$ cat src/rtl/os_scheduler.sv
// Round-robin process scheduler for a single-issue CPU.
// Boots through BIOS, then time-slices the loaded programs. Each switch
// copies the register file to or from context memory, one register per
// cycle. A process that executes HALT is retired and is never scheduled again.
module os_scheduler #(
   parameter int          NPROC     = 4,
   parameter int          QUANTUM   = 1000,
   parameter logic [31:0] PC_BASE   = 32'h0000_1000,
   parameter logic [31:0] PC_STRIDE = 32'h0000_1000
) (
   input  logic             clk,
   input  logic             reset,
   input  logic             halt,
   input  logic [NPROC-1:0] proc_valid,
   input  logic [31:0]      pc_in,
   output logic             sel_bios,
   output logic             cpu_stall,
   output logic [1:0]       cur_pid,
   output logic             ctx_save,
   output logic             ctx_restore,
   output logic [4:0]       ctx_reg_idx,
   output logic             pc_load,
   output logic [31:0]      pc_out,
   output logic             all_done
);

   localparam int CW = (QUANTUM > 2) ? $clog2(QUANTUM) : 1;

   typedef enum logic [2:0] {
      S_BIOS    = 3'd0,
      S_SELECT  = 3'd1,
      S_RESTORE = 3'd2,
      S_RUN     = 3'd3,
      S_SAVE    = 3'd4,
      S_IDLE    = 3'd5
   } state_t;

   state_t          state, state_nxt;
   logic [4:0]      idx;
   logic [CW-1:0]   counter;
   logic [NPROC-1:0] done;
   logic [31:0]     pc_table [NPROC];

   logic            sel_found;
   logic [1:0]      sel_pid;
   logic            last_reg;
   logic            expire;

   assign last_reg = (idx == 5'd31);
   assign expire   = (counter == CW'(QUANTUM - 1));

   // Round-robin pick: scan from cur_pid+1 around to cur_pid itself. The
   // loop runs farthest-first so the nearest runnable candidate wins.
   always_comb begin
      logic [1:0] cand;
      sel_found = 1'b0;
      sel_pid   = cur_pid;
      cand      = '0;
      for (int k = NPROC; k >= 1; k--) begin
         cand = 2'((32'(cur_pid) + k) % NPROC);
         if (proc_valid[cand] && !done[cand]) begin
            sel_found = 1'b1;
            sel_pid   = cand;
         end
      end
   end

   // State register.
   always_ff @(posedge clk or posedge reset) begin
      if (reset) state <= S_BIOS;
      else       state <= state_nxt;
   end

   // Next-state logic. In RUN, halt takes priority over quantum expiry.
   always_comb begin
      state_nxt = state;
      case (state)
         S_BIOS:    if (halt) state_nxt = S_SELECT;
         S_SELECT:  state_nxt = sel_found ? S_RESTORE : S_IDLE;
         S_RESTORE: if (last_reg) state_nxt = S_RUN;
         S_RUN: begin
            if (halt)        state_nxt = S_SELECT;
            else if (expire) state_nxt = S_SAVE;
         end
         S_SAVE:    if (last_reg) state_nxt = S_SELECT;
         S_IDLE:    state_nxt = S_IDLE;
         default:   state_nxt = S_BIOS;
      endcase
   end

   // Scheduler datapath: owner pid, copy index, slice counter, retire flags
   // and saved PCs. Reset aborts any copy in flight and reloads the PC table.
   always_ff @(posedge clk or posedge reset) begin
      if (reset) begin
         cur_pid <= 2'(NPROC - 1);
         idx     <= '0;
         counter <= '0;
         done    <= '0;
         for (int i = 0; i < NPROC; i++)
            pc_table[i] <= PC_BASE + 32'(i) * PC_STRIDE;
      end else begin
         case (state)
            S_SELECT: begin
               idx <= '0;
               if (sel_found) cur_pid <= sel_pid;
            end
            S_RESTORE: begin
               idx <= idx + 5'd1;
               if (last_reg) counter <= '0;
            end
            S_RUN: begin
               idx     <= '0;
               counter <= counter + 1'b1;
               if (halt)        done[cur_pid]     <= 1'b1;
               else if (expire) pc_table[cur_pid] <= pc_in;
            end
            S_SAVE:  idx <= idx + 5'd1;
            default: idx <= '0;
         endcase
      end
   end

   // Moore output decode from the registered state.
   always_comb begin
      sel_bios    = 1'b0;
      cpu_stall   = 1'b1;
      ctx_save    = 1'b0;
      ctx_restore = 1'b0;
      ctx_reg_idx = '0;
      pc_load     = 1'b0;
      pc_out      = '0;
      all_done    = 1'b0;
      case (state)
         S_BIOS: begin
            sel_bios  = 1'b1;
            cpu_stall = 1'b0;
         end
         S_RESTORE: begin
            ctx_restore = 1'b1;
            ctx_reg_idx = idx;
            if (last_reg) begin
               pc_load = 1'b1;
               pc_out  = pc_table[cur_pid];
            end
         end
         S_RUN:   cpu_stall = 1'b0;
         S_SAVE: begin
            ctx_save    = 1'b1;
            ctx_reg_idx = idx;
         end
         S_IDLE:  all_done = 1'b1;
         default: cpu_stall = 1'b1;
      endcase
   end

endmodule

$ cat config.mk
export PLATFORM = sky130hd
export DESIGN_NAME = os_scheduler
export DESIGN_NICKNAME = d
export VERILOG_FILES = /design/src/rtl/os_scheduler.sv
export SDC_FILE = /design/constraint.sdc
export NUM_CORES = 1
export LEC_CHECK = 0
export BUFFER_PORTS_ARGS = -buffer_cell sky130_fd_sc_hd__buf_4
export CAP_MARGIN = 20
export CORE_ASPECT_RATIO = 0.9
export CORE_MARGIN = 2
export CORE_UTILIZATION = 45
export CTS_CLUSTER_DIAMETER = 30
export DETAILED_ROUTE_END_ITERATION = 12
export PLACE_DENSITY = 0.63
export SYNTH_ARGS = -nofsm -noshare
export SYNTH_HDL_FRONTEND = slang
export SYNTH_SLANG_ARGS = --single-unit
$ cat constraint.sdc
create_clock -name clk -period 8.8 [get_ports clk]
set_clock_uncertainty 0.05 [all_clocks]
set_input_delay 0 -clock clk [delete_from_list [all_inputs] [get_ports clk]]
set_output_delay 0 -clock clk [all_outputs]
set_load 0.03 [all_outputs]
# == Word-level counts from Yosys, hierarchy flattened ==
# Index checks and enable logic that the tools add are counted.
# totals
ff_bits,152
out_inout_bits,45
# op_classes
n_bitwise,3
n_lt_le_gt_ge,8
muxes,52
reduce_logical,20
n_addsub,6
n_eq_ne,11
# op_table
op,count
2-to-1 mux 32 bit,5
bitwise mux 128 bit,1
binary-select mux 32 bit (select 2 bit),1
demux 32 bit (select 2 bit),1
2-to-1 mux 1 bit,20
one-hot mux 10 bit (2 select lines),1
2-to-1 mux 3 bit,6
one-hot mux 3 bit (6 select lines),1
binary-select mux 1 bit (select 2 bit),8
"< comparator 2 x 3 -> 1 bit, second input constant",5
"adder 10 x 1 -> 10 bit, second input constant",1
"== test 10 bit, second input constant",1
2-to-1 mux 10 bit,1
2-to-1 mux 5 bit,2
2-to-1 mux 2 bit,4
"== test 3 x 2 -> 1 bit, second input constant",2
"== test 3 bit, second input constant",2
logical AND 1 bit,6
"!= test 2 bit, second input constant",3
AND reduction 3 bit,2
"adder 5 x 1 -> 5 bit, second input constant",1
"== test 5 bit, second input constant",1
"adder 2 x 1 -> 2 bit, second input constant",2
"adder 2 bit, second input constant",2
other kinds (16),21

# == Depth between registers and ports, before layout ==
# Gate-level depths: netlist (run 1).
# depth
depth_word,11
mapped_depth,9
mapped_depth_nobuf,8

# == Worst setup path after synthesis (run 1) ==
# Ideal clock, no wire load.
# synth_path
path_type,reg2reg
startpoint,register cur_pid[0]
endpoint,register cur_pid[1]
arrival_ns,2.554
path_buffers,3
slack_ns,6.119
path_stages_with_launch,10
setup_ns,0.077
cell_sequence,dfstp_2 clkbuf_1 buf_2 clkbuf_1 inv_1 ha_1 and2_1 o2bb2ai_1 a22o_1 a31oi_1
# synth_via
elab_chain_len,10
elab_cells_between_ends,38
cone_classes,4 x add/sub; 24 x mux; 10 x reduce/logical
# synth_lines
element,line,text
start: declaration,18,"output logic [1:0] cur_pid,"
start signal: assignment,95,cur_pid <= 2'(NPROC - 1);
start signal: assignment,105,if (sel_found) cur_pid <= sel_pid;
adder 2 x 1 -> 2 bit,60,cand = 2'((32'(cur_pid) + k) % NPROC);
binary-select mux 1 bit (select 2 bit),61,if (proc_valid[cand] && !done[cand]) begin
2-to-1 mux 1 bit (implied by the code),61,
logical NOT 1 bit,61,
logical AND 1 bit,61,
2-to-1 mux 1 bit (4 in a row),61,
AND reduction 3 bit (no source line),--,
# Parallel ways exist; a longest one is shown, timed or not. The select of a mux whose other input is x is not followed.
# A chain may end at the register's enable or synchronous reset.

# == Worst setup path in the final report (run 1) ==
# layout_path
startpoint,register cur_pid[1]
endpoint,register pc_table[107] in the netlist's numbering
# layout_via
elab_chain_len,6
elab_cells_between_ends,7
cone_classes,2 x order compare; 3 x mux; 1 x bitwise; 1 x reduce/logical
# layout_lines
element,line,text
inverter 2 -> 3 bit (implied by the code) (*),115,else if (expire) pc_table[cur_pid] <= pc_in;
greater-or-equal comparator 3 bit (implied by the code) or < comparator 3 x 1 -> 1 bit (tied branches),115,
logical AND 1 bit (implied by the code),115,
2-to-1 mux 32 bit (implied by the code),115,
demux 32 bit (select 2 bit) (*),115,
bitwise mux 128 bit (*),115,
end signal: indexed assignment,100,pc_table[i] <= PC_BASE + 32'(i) * PC_STRIDE;
end signal: indexed assignment,115,
end: declaration,42,logic [31:0] pc_table [NPROC];
# Mark *: on every way between the ends. The rest lies on a longest branch, timed or not.

==> results of run 1 <==
[cells by family after synthesis]
logic type / Yosys count / synth area share
AOI/OAI and AO/OA: 35 / 0.0313
xor gates and xnor gates: 3 / 0.00364
adders and majority gates: 7 / 0.0121
buffers and inverters: 41 / 0.0322
DFF: 152 / 0.528
muxes: 165 / 0.306
and+or+nand+nor: 111 / 0.0868
[state kept, by name, indices dropped and copies added (netlist names)]
name and flops:
counter 10, state 3, idx 5, done 4, cur_pid 2, pc_table 128
[routing by layer]
layer | GRT usage | share of wire
met3 | 0.0412 | 0.039
met2 | 0.311 | 0.49
met4 | 0.0594 | 0.0085
met5 | 0 | 0
met1 | 0.276 | 0.47
[cell usage in the layout, fill, tap and decap left out, drive strengths merged, types with 7 or more instances in the layout]
cell type and n:
and3 33, nor2b 12, nand2 17, dlygate4sd3 36, mux4 32, nor2 16
nand3 9, inv 14, buf 88, dfrtp 145, ha 7, o21ai 13
dfstp 7, mux2 128, clkbuf 18
[worst max path at each step]
stage                                end              startpoint  slack, ns  cells after the start
6_report       pc_table[107]$_DFFE_PP0P_  cur_pid[1]$_DFFE_PP1P_       5.80                      5
5_1_grt         pc_table[75]$_DFFE_PP0P_  cur_pid[1]$_DFFE_PP1P_       5.62                      5
4_1_cts        pc_table[127]$_DFFE_PP0P_  cur_pid[1]$_DFFE_PP1P_       5.76                      5
3_5_place_dp   pc_table[127]$_DFFE_PP0P_  cur_pid[1]$_DFFE_PP1P_       5.78                      5
3_3_place_gp   pc_table[112]$_DFFE_PP0P_  cur_pid[1]$_DFFE_PP1P_       5.79                      5
2_1_floorplan     counter[0]$_DFFE_PP0P_                   reset       4.67                      1
[area by class of cell]
type / count / area, um^2 / share of cell area
multi-input combinational: 321 / 3200 / 0.358
clock buffer: 18 / 439 / 0.0493
tap: 202 / 253 / 0.0283
timing repair buffer: 124 / 1020 / 0.115
sequential: 152 / 3810 / 0.428
clock inverter: 14 / 160 / 0.0180
inverter: 8 / 35.0 / 0.00393
[report_power, final]
group	total (uW)	leakage, uW	switching, uW	internal [uW]
Sequential	791	0.00208	57.2	734
Combinational	425	0.00214	250	175
Clock	733	0.000286	301	432
[worst max-delay path, delay by kind of cell, from the launching register on]
kind	cells	cell delay [ns]
DFF	1	0.87
buffers and inverters	2	0.58
muxes	1	0.42
and+or+nand+nor	1	0.69
adders and majority gates	1	0.23
[through the flow]
| stage | utilization | instance area [um^2] | std cells | worst slack [ns] |
|---|---|---|---|---|
| floorplan | - | 7220 | 514 | 4.67 |
| global placement | 0.512 | 7960 | 771 | 5.79 |
| detailed placement | 0.512 | 7960 | 771 | 5.78 |
| CTS | 0.573 | 8920 | 839 | 5.76 |
| global route | 0.573 | 8920 | 839 | 5.62 |
| finish | 0.573 | 8920 | 839 | 5.80 |
==> metrics.txt, run 1 <==
DRT Wirelength 15600 um; WL per Instance 18.6 um; clock slew at reported path FFs around 0.060 ns; Hold Path Stages 4; largest net degree at the start of global routing 80; Vias 4665; Final period util 0.341; crit path kind reg -> reg; Longest Clk Path Bufs 2; Worst Hold Path EP cur_pid[0]$_DFFE_PP1P_; crit path max fanout 32; core area 0.0155 mm^2; Critical R2R Capture pc_table[107]$_DFFE_PP0P_; synthesized flop and latch total 152; Synth cell types between 40 and 50; worst-path cell chain buf_4 > inv_1 > ha_1 > nand2_2 > mux2_2; maximum vdd drop between 150 and 200 uV; Synth area leader dfrtp_1; synthesized instance count 514; final hold slack 0.126 ns; mapped cell area approximately 0.0072 mm^2; top cells by count, synth dfrtp_1 (145), mux2_2 (128), and3_1 (33), mux4_2 (32); hold buffers post-CTS 36; PD cells 219 mW/mm^2; final net count 670; Critical-path top delay cell dfstp_2; Port Buffer Count 83; Ys Warns 0; fmax 334 MHz; top-area cell type share of the netlist area 0.502; # rows 43; # diodes 0; worst hold start proc_valid[3]; number of setup violations in the final report 0; CP peak stage delay roughly 0.87 ns; CTS tree built; Tot GR Track Use 0.198; io pins 84; first-pass GRT wire length 26000 um; Max-Cap Viols 0; average size of a mapped cell 14.1 um^2; Worst Tran Pin Value 0.974 ns; cells on worst reg2reg path 5; die area 0.0171 mm^2; top-count cell post-synth dfrtp_1; ANT nets after route 0; RSZ-0062 raised after global routing no; Hold Crit Class in -> reg; CP Launch Type register; vias per cell around 5.6; Layout area overhead 23.4%; total CTS buffers 17; H-tree levels 4; ys flop type dfrtp_1; post_cts resized 0; EDFF count, synth 0; share of layout cells above drive strength 1 0.471; Arr. time, crit path around 3.3 ns; Post-synth ARST share 1.00; Slew headroom 0.349; initial antenna violation count 0; Root Buffer clkbuf_16; Final Hold Fails 0; vias in the first global route 4977; drt first pass iters 4; initial core utilization 0.465; GP Congestion roughly 0.82; layout filler cell count about 1.3k; leakage power total 0.00450 uW; die height 124 um; # DRC 0; Die X roughly 140 um; Critical Path RT around 9.1 ns; HPWL after DPL 9500 um; outcome completed; Setup Buffers After CTS 0; Worst setup EP type register; total clock sinks roughly 150; setup_tns 0 ns; Reg2Reg Setup Slack 5.80 ns; total congestion overflow 0; Final min period 3.00 ns; Synth area leaders dfrtp_1 (50%), mux2_2 (20%), mux4_2 (10%), and3_1 (2.9%), dfstp_2 (2.5%); worst skew pair latency between 0.4 and 0.5 ns; register area share after synthesis 0.528; Slew Viols, Final 0; Power Total 1950 uW; Mapped Nets 560; r2r startpoint cur_pid[1]$_DFFE_PP1P_; number of DRC markers in iteration 0 248
No activity file was read; power rests on OpenSTA's default activity.
==> run 2, diff against run 1 <==
ABC_AREA = 1   (was default)
clock period = 3.07 ns   (was 8.8 ns; I/O delays follow)
==> metrics.txt, run 2 <==
share of layout cells above drive strength 1 0.198 (-0.273); maximum vdd drop 402 uV (+150%); number of flip-flops in the largest register 128 (unchanged); largest register by flop count pc_table; total clock sinks 152 (unchanged); Longest Clk Path Bufs 2 (unchanged); # DRC 0 (unchanged); Root Buffer clkbuf_16; ys flop type dfrtp_1; Synth cell types 38 (-12%); mapped cell area 0.00759 mm^2 (+5.1%); Synth area leader dfrtp_1; vias in the first global route 5857 (+18%); Arr. time, crit path 2.51 ns (-0.74 ns); Port Buffer Count 83 (unchanged); Worst setup EP type output pin; EDFF count, synth 0 (unchanged); RSZ-0062 raised after global routing no; total CTS buffers 17 (unchanged); synthesized flop and latch total 152 (unchanged); CP Launch Type register; top-count cell post-synth nand2_1; Post-synth ARST share 1.00 (unchanged); Final period util 0.834; Setup Buffers After CTS 0 (unchanged); WL per Instance 14.2 um (-24%); drt first pass iters 4 (unchanged); Max-Cap Viols 0 (unchanged); die area 0.0179 mm^2 (+4.9%); total congestion overflow 0 (unchanged); # rows 45 (+4.7%); Slew headroom 0.438 (+0.0889); met3 WL 716 um (+17%); Metal-1 WL 8430 um (+16%); Vias 6163 (+32%); top-area cell type share of the netlist area 0.478 (-0.0243); largest net degree at the start of global routing 74 (-7.5%); outcome completed; PD cells 493 mW/mm^2 (+130%); first-pass GRT wire length 29300 um (+12%); wire length on met2 8100 um (+6.8%); die height 127 um (+2.4%); Die X 141 um (+2.4%); Hold Crit Class in -> reg; # diodes 0 (unchanged); io pins 84 (unchanged); Layout Utilization 0.552 (-0.0211); DRT Wirelength 17400 um (+11%); number of DRC markers in iteration 0 389 (+57%); biggest regs pc_table: 128 flops, counter: 10 flops, idx: 5 flops; HPWL after DPL 9970 um (+4.9%); final hold slack 0.0639 ns (-0.0626 ns); fmax 390 MHz; average size of a mapped cell 8.35 um^2 (-41%); Worst Tran Pin Value 0.844 ns (-0.130 ns); number of setup violations in the final report 0 (unchanged); Highest Signal Layer met4; post-route cell area 0.00921 mm^2 (+3.2%); register area share after synthesis 0.502 (-0.0256); Final Hold Fails 0 (unchanged); H-tree levels 4 (unchanged); initial antenna violation count 0 (unchanged); crit path kind reg -> out; top cells by count, synth nand2_1 (194), nor2_1 (146), dfrtp_1 (145), o21ai_1 (79), o21ai_0 (71); Ys Warns 0 (unchanged); clock slew at reported path FFs 0.06 ns (about the same); worst skew pair latency 0.41 ns (about the same); Mapped Nets 955 (+71%); core area 0.0167 mm^2 (+7.2%); vias per cell 5.02 (-9.7%); Tot GR Track Use 0.205 (+0.00749); commonest non-fill, non-tap cells in the layout nand2_1 (194), nor2_1 (146), dfrtp_1 (145); Critical Path RT 3.02 ns (-6.03 ns); Synth area leaders dfrtp_1 (48%), nand2_1 (9.6%), nor2_1 (7.2%), o21ai_2 (5.8%), o21ai_1 (5.2%); ANT nets after route 0 (unchanged); Cell Area, Placed 0.00819 mm^2 (+3.0%); commonest non-fill, non-tap cell in the layout nand2_1; post_cts resized 0 (unchanged); initial core utilization 0.456 (-0.00908); crit path max fanout 34 (+6.3%); Final min period 2.56 ns; Layout area overhead 21.2%; synthesized instance count 909 (+77%); GP Congestion 0.778 (-4.8%); leakage power total 0.00447 uW (-0.58%); Slew Viols, Final 0 (unchanged); setup_tns 0 ns (unchanged); CTS tree built; final net count 1052 (+57%)
[run 2: repair_timing]
item,4_1_cts,5_1_grt
hold endpoints to repair,159,0
hold buffers,34,0
setup endpoints to repair,0,0
[run 2: logic make-up after synthesis]
| family | after synthesis | share of synthesized area |
|---|---|---|
| XOR/XNOR | 1 | 0.00115 |
| AO/OA/AOI/OAI | 246 | 0.190 |
| buffers and inverters | 124 | 0.0882 |
| AND/OR/NAND/NOR | 379 | 0.207 |
| flip-flops | 152 | 0.502 |
| adder cells (fa/ha/maj) | 7 | 0.0115 |
[run 2: critical path, cell delays in order, from the launching register on]
cell and delay [ns]:
dfrtp_1 0.40, ha_1 0.23, nand2_1 0.07, nor2_1 0.04, ha_1 0.17, inv_1 0.09, nor2_2 0.07, inv_2 0.58
a21oi_1 0.20, buf_4 0.24
[run 2: layout make-up]
| type | count | area [um^2] |
|---|---|---|
| Clock buffer | 21 | 480 |
| Sequential cell | 152 | 3810 |
| Inverter | 73 | 279 |
| Timing Repair Buffer | 129 | 1070 |
| Tap cell | 211 | 264 |
| Multi-Input combinational cell | 633 | 3110 |
| Fill cell | 1592 | 7460 |
| Clock inverter | 8 | 193 |
[run 2: path summary, 6_finish.rpt]
| check | start | depth (start not counted) | end | slack, ns |
|---|---|---|---|---|
| max reg2reg | counter[0]$_DFFE_PP0P_ | 8 | pc_table[107]$_DFFE_PP0P_ | 0.83 |
| max | idx[0]$_DFF_PP0_ | 9 | pc_out[26] | 0.51 |
| min | proc_valid[0] | 8 | cur_pid[1]$_DFFE_PP1P_ | 0.06 |
| min in group asynchronous | reset | 3 | pc_table[94]$_DFFE_PP0P_ | 0.17 |
| max in group asynchronous | reset | 4 | pc_table[15]$_DFFE_PP0P_ | 1.97 |
| min reg2reg | done[0]$_DFFE_PP0P_ | 2 | done[0]$_DFFE_PP0P_ | 0.40 |
[run 2: report_power, final]
part           switching (uW)  leakage [uW]  internal [uW]
clock                     783      0.000327           1600
combinational            87.6       0.00208           66.1
sequential                  0       0.00207           2000
[run 2: stage by stage]
stage	instances	power (uW)	setup slack, ns
floorplan	909	2100	0.748
detailed placement	1164	2160	0.877
CTS	1227	4600	0.472
finish	1227	4540	0.508
global placement	1164	2160	0.895
global route	1227	4710	0.300
[run 2: per-layer routing]
layer,vias up,track usage
met4,0,0.0447
li1,3139,-
met5,-,0
met1,2892,0.287
met3,9,0.0472
met2,123,0.329
==> run 3, diff against run 2 <==
ABC_AREA = 0   (was 1)
clock period = 2.5 ns   (was 3.07 ns; I/O delays follow)
==> metrics.txt, run 3 (synthesized netlist as in run 1, its figures left out) <==
biggest regs pc_table: 128 flops, counter: 10 flops, idx: 5 flops; Worst setup EP type output pin; initial antenna violation count 0 (unchanged); number of DRC markers in iteration 0 331 (-15%); post_cts resized 0 (unchanged); crit path max fanout 17 (-50%); # diodes 0 (unchanged); Reg2Reg Setup Slack 0.42 ns (-0.41 ns); cells on worst reg2reg path 6 (-2); largest net degree at the start of global routing 69 (-6.8%); Layout area overhead 24.6%; drt first pass iters 4 (unchanged); RSZ-0062 raised after global routing no; io pins 84 (unchanged); Slew headroom 0.431 (-0.00651); Worst Tran Pin Value 0.853 ns (+0.00977 ns); ANT nets after route 0 (unchanged); final net count 684 (-35%); commonest non-fill, non-tap cell in the layout dfrtp_1; total CTS buffers 17 (unchanged); CP peak stage delay 0.57 ns (about the same); Critical Path RT 2.45 ns (-0.57 ns); Final period util 0.938; Max-Cap Viols 0 (unchanged); CP startpoint cur_pid[0]$_DFFE_PP1P_; Tot GR Track Use 0.202 (-0.00283); most used cell along the critical path buf_4; number of setup violations in the final report 0 (unchanged); Inst Count DP 786 (-32%); Die X 138 um (-2.4%); worst-path cell chain buf_4 > mux4_2 > and3_1 > buf_4; Final min period 2.35 ns; vias per cell 5.54 (+10%); HPWL after DPL 10600 um (+6.2%); H-tree levels 4 (unchanged); maximum vdd drop 586 uV (+46%); Cell Area, Placed 0.00808 mm^2 (-1.4%); Critical-path top delay cell mux4_2; Setup Buffers After CTS 0 (unchanged); total congestion overflow 0 (unchanged); initial core utilization 0.465 (+0.00908); Root Buffer clkbuf_16; Vias 4724 (-23%); largest register by flop count pc_table; fmax 426 MHz; outcome completed; die area 0.0171 mm^2 (-4.7%); share of layout cells above drive strength 1 0.479 (+0.281); CP Launch Type register; die height 124 um (-2.4%); Critical R2R Capture pc_table[29]$_DFFE_PP0P_; GP Congestion 0.843 (+8.3%); Critical Path End pc_out[4]; Longest Clk Path Bufs 2 (unchanged); Hold Crit Class in -> reg; vias in the first global route 5001 (-15%); Port Buffer Count 83 (unchanged); post-route cell area 0.00900 mm^2 (-2.2%); commonest non-fill, non-tap cells in the layout dfrtp_1 (145), mux2_2 (128), buf_4 (102); first-pass GRT wire length 26500 um (-9.3%); # DRC 0 (unchanged); r2r startpoint counter[6]$_DFFE_PP0P_; # rows 43 (-4.4%); Final Hold Fails 0 (unchanged); setup_tns 0 ns (unchanged); clock slew at reported path FFs 0.06 ns (about the same); core area 0.0155 mm^2 (-6.7%); Arr. time, crit path 2.30 ns (-0.21 ns); CTS tree built; leakage power total 0.00456 uW (+1.9%); Non-Filler Instances 853 (-30%); worst skew pair latency 0.42 ns (about the same); number of flip-flops in the largest register 128 (unchanged); WL per Instance 19.0 um (+34%); DRT Wirelength 16200 um (-6.7%); total clock sinks 152 (unchanged); PD cells 763 mW/mm^2 (+55%); crit path kind reg -> out; Slew Viols, Final 0 (unchanged)
-- run 3: critical path: cells and delay by family (launching register included) --
kind          cells  cell delay (ns)
mux               1             0.57
flops             1             0.56
simple gates      1             0.23
buf+inv           2             0.52
-- run 3: worst min-delay path by stage --
stage | start | to | slack [ns] | cells past startpoint
after floorplan | pc_in[23] | pc_table[87]$_DFFE_PP0P_ | 0.10 | 1
after global placement | reset | counter[5]$_DFFE_PP0P_ | 0.11 | 3
after detailed placement | reset | counter[5]$_DFFE_PP0P_ | 0.11 | 3
after CTS | proc_valid[2] | cur_pid[0]$_DFFE_PP1P_ | 0.004 | 4
after global routing | proc_valid[2] | cur_pid[0]$_DFFE_PP1P_ | 0.04 | 4
final | proc_valid[2] | cur_pid[0]$_DFFE_PP1P_ | 0.01 | 4
-- run 3: repair_timing --
item / 4_1_cts / 5_1_grt
hold buffers: 35 / 0
hold endpoints to repair: 280 / 0
endpoints found under the setup margin: 0 / 0
-- run 3: metal layers --
metal  wire, um  share of wire  global-route usage  vias up
met3        707          0.044              0.0538       18
met5          0              0                   0        -
li1           -              -                   -     2145
met4        232          0.014              0.0552        0
met2       7810           0.48               0.316      110
met1       7450           0.46               0.279     2451
-- run 3: per-stage QoR --
stage	hold WS, ns	util	setup WS, ns	total power [uW]
after global routing	0.0445	0.579	0.0535	7220
after global placement	0.111	0.520	0.450	4330
after CTS	0.00392	0.579	0.113	6930
after floorplan	0.100	-	0.0306	3840
final	0.0116	0.579	0.155	6870
after detailed placement	0.114	0.520	0.438	4370
-- run 3: power breakdown --
group | leakage (uW) | switching [uW] | internal, uW
Combinational | 0.00220 | 944 | 667
Sequential | 0.00208 | 169 | 2580
Clock | 0.000282 | 1010 | 1500
-- run 3: cell type report --
| type | instances | area (um^2) |
|---|---|---|
| fill | 1255 | 6550 |
| sequential | 152 | 3810 |
| clock buffer | 21 | 450 |
| multi-input combinational | 321 | 3200 |
| clock inverter | 11 | 123 |
| inverter | 8 | 33.8 |
| timing repair buffer | 138 | 1140 |
| tap | 202 | 253 |
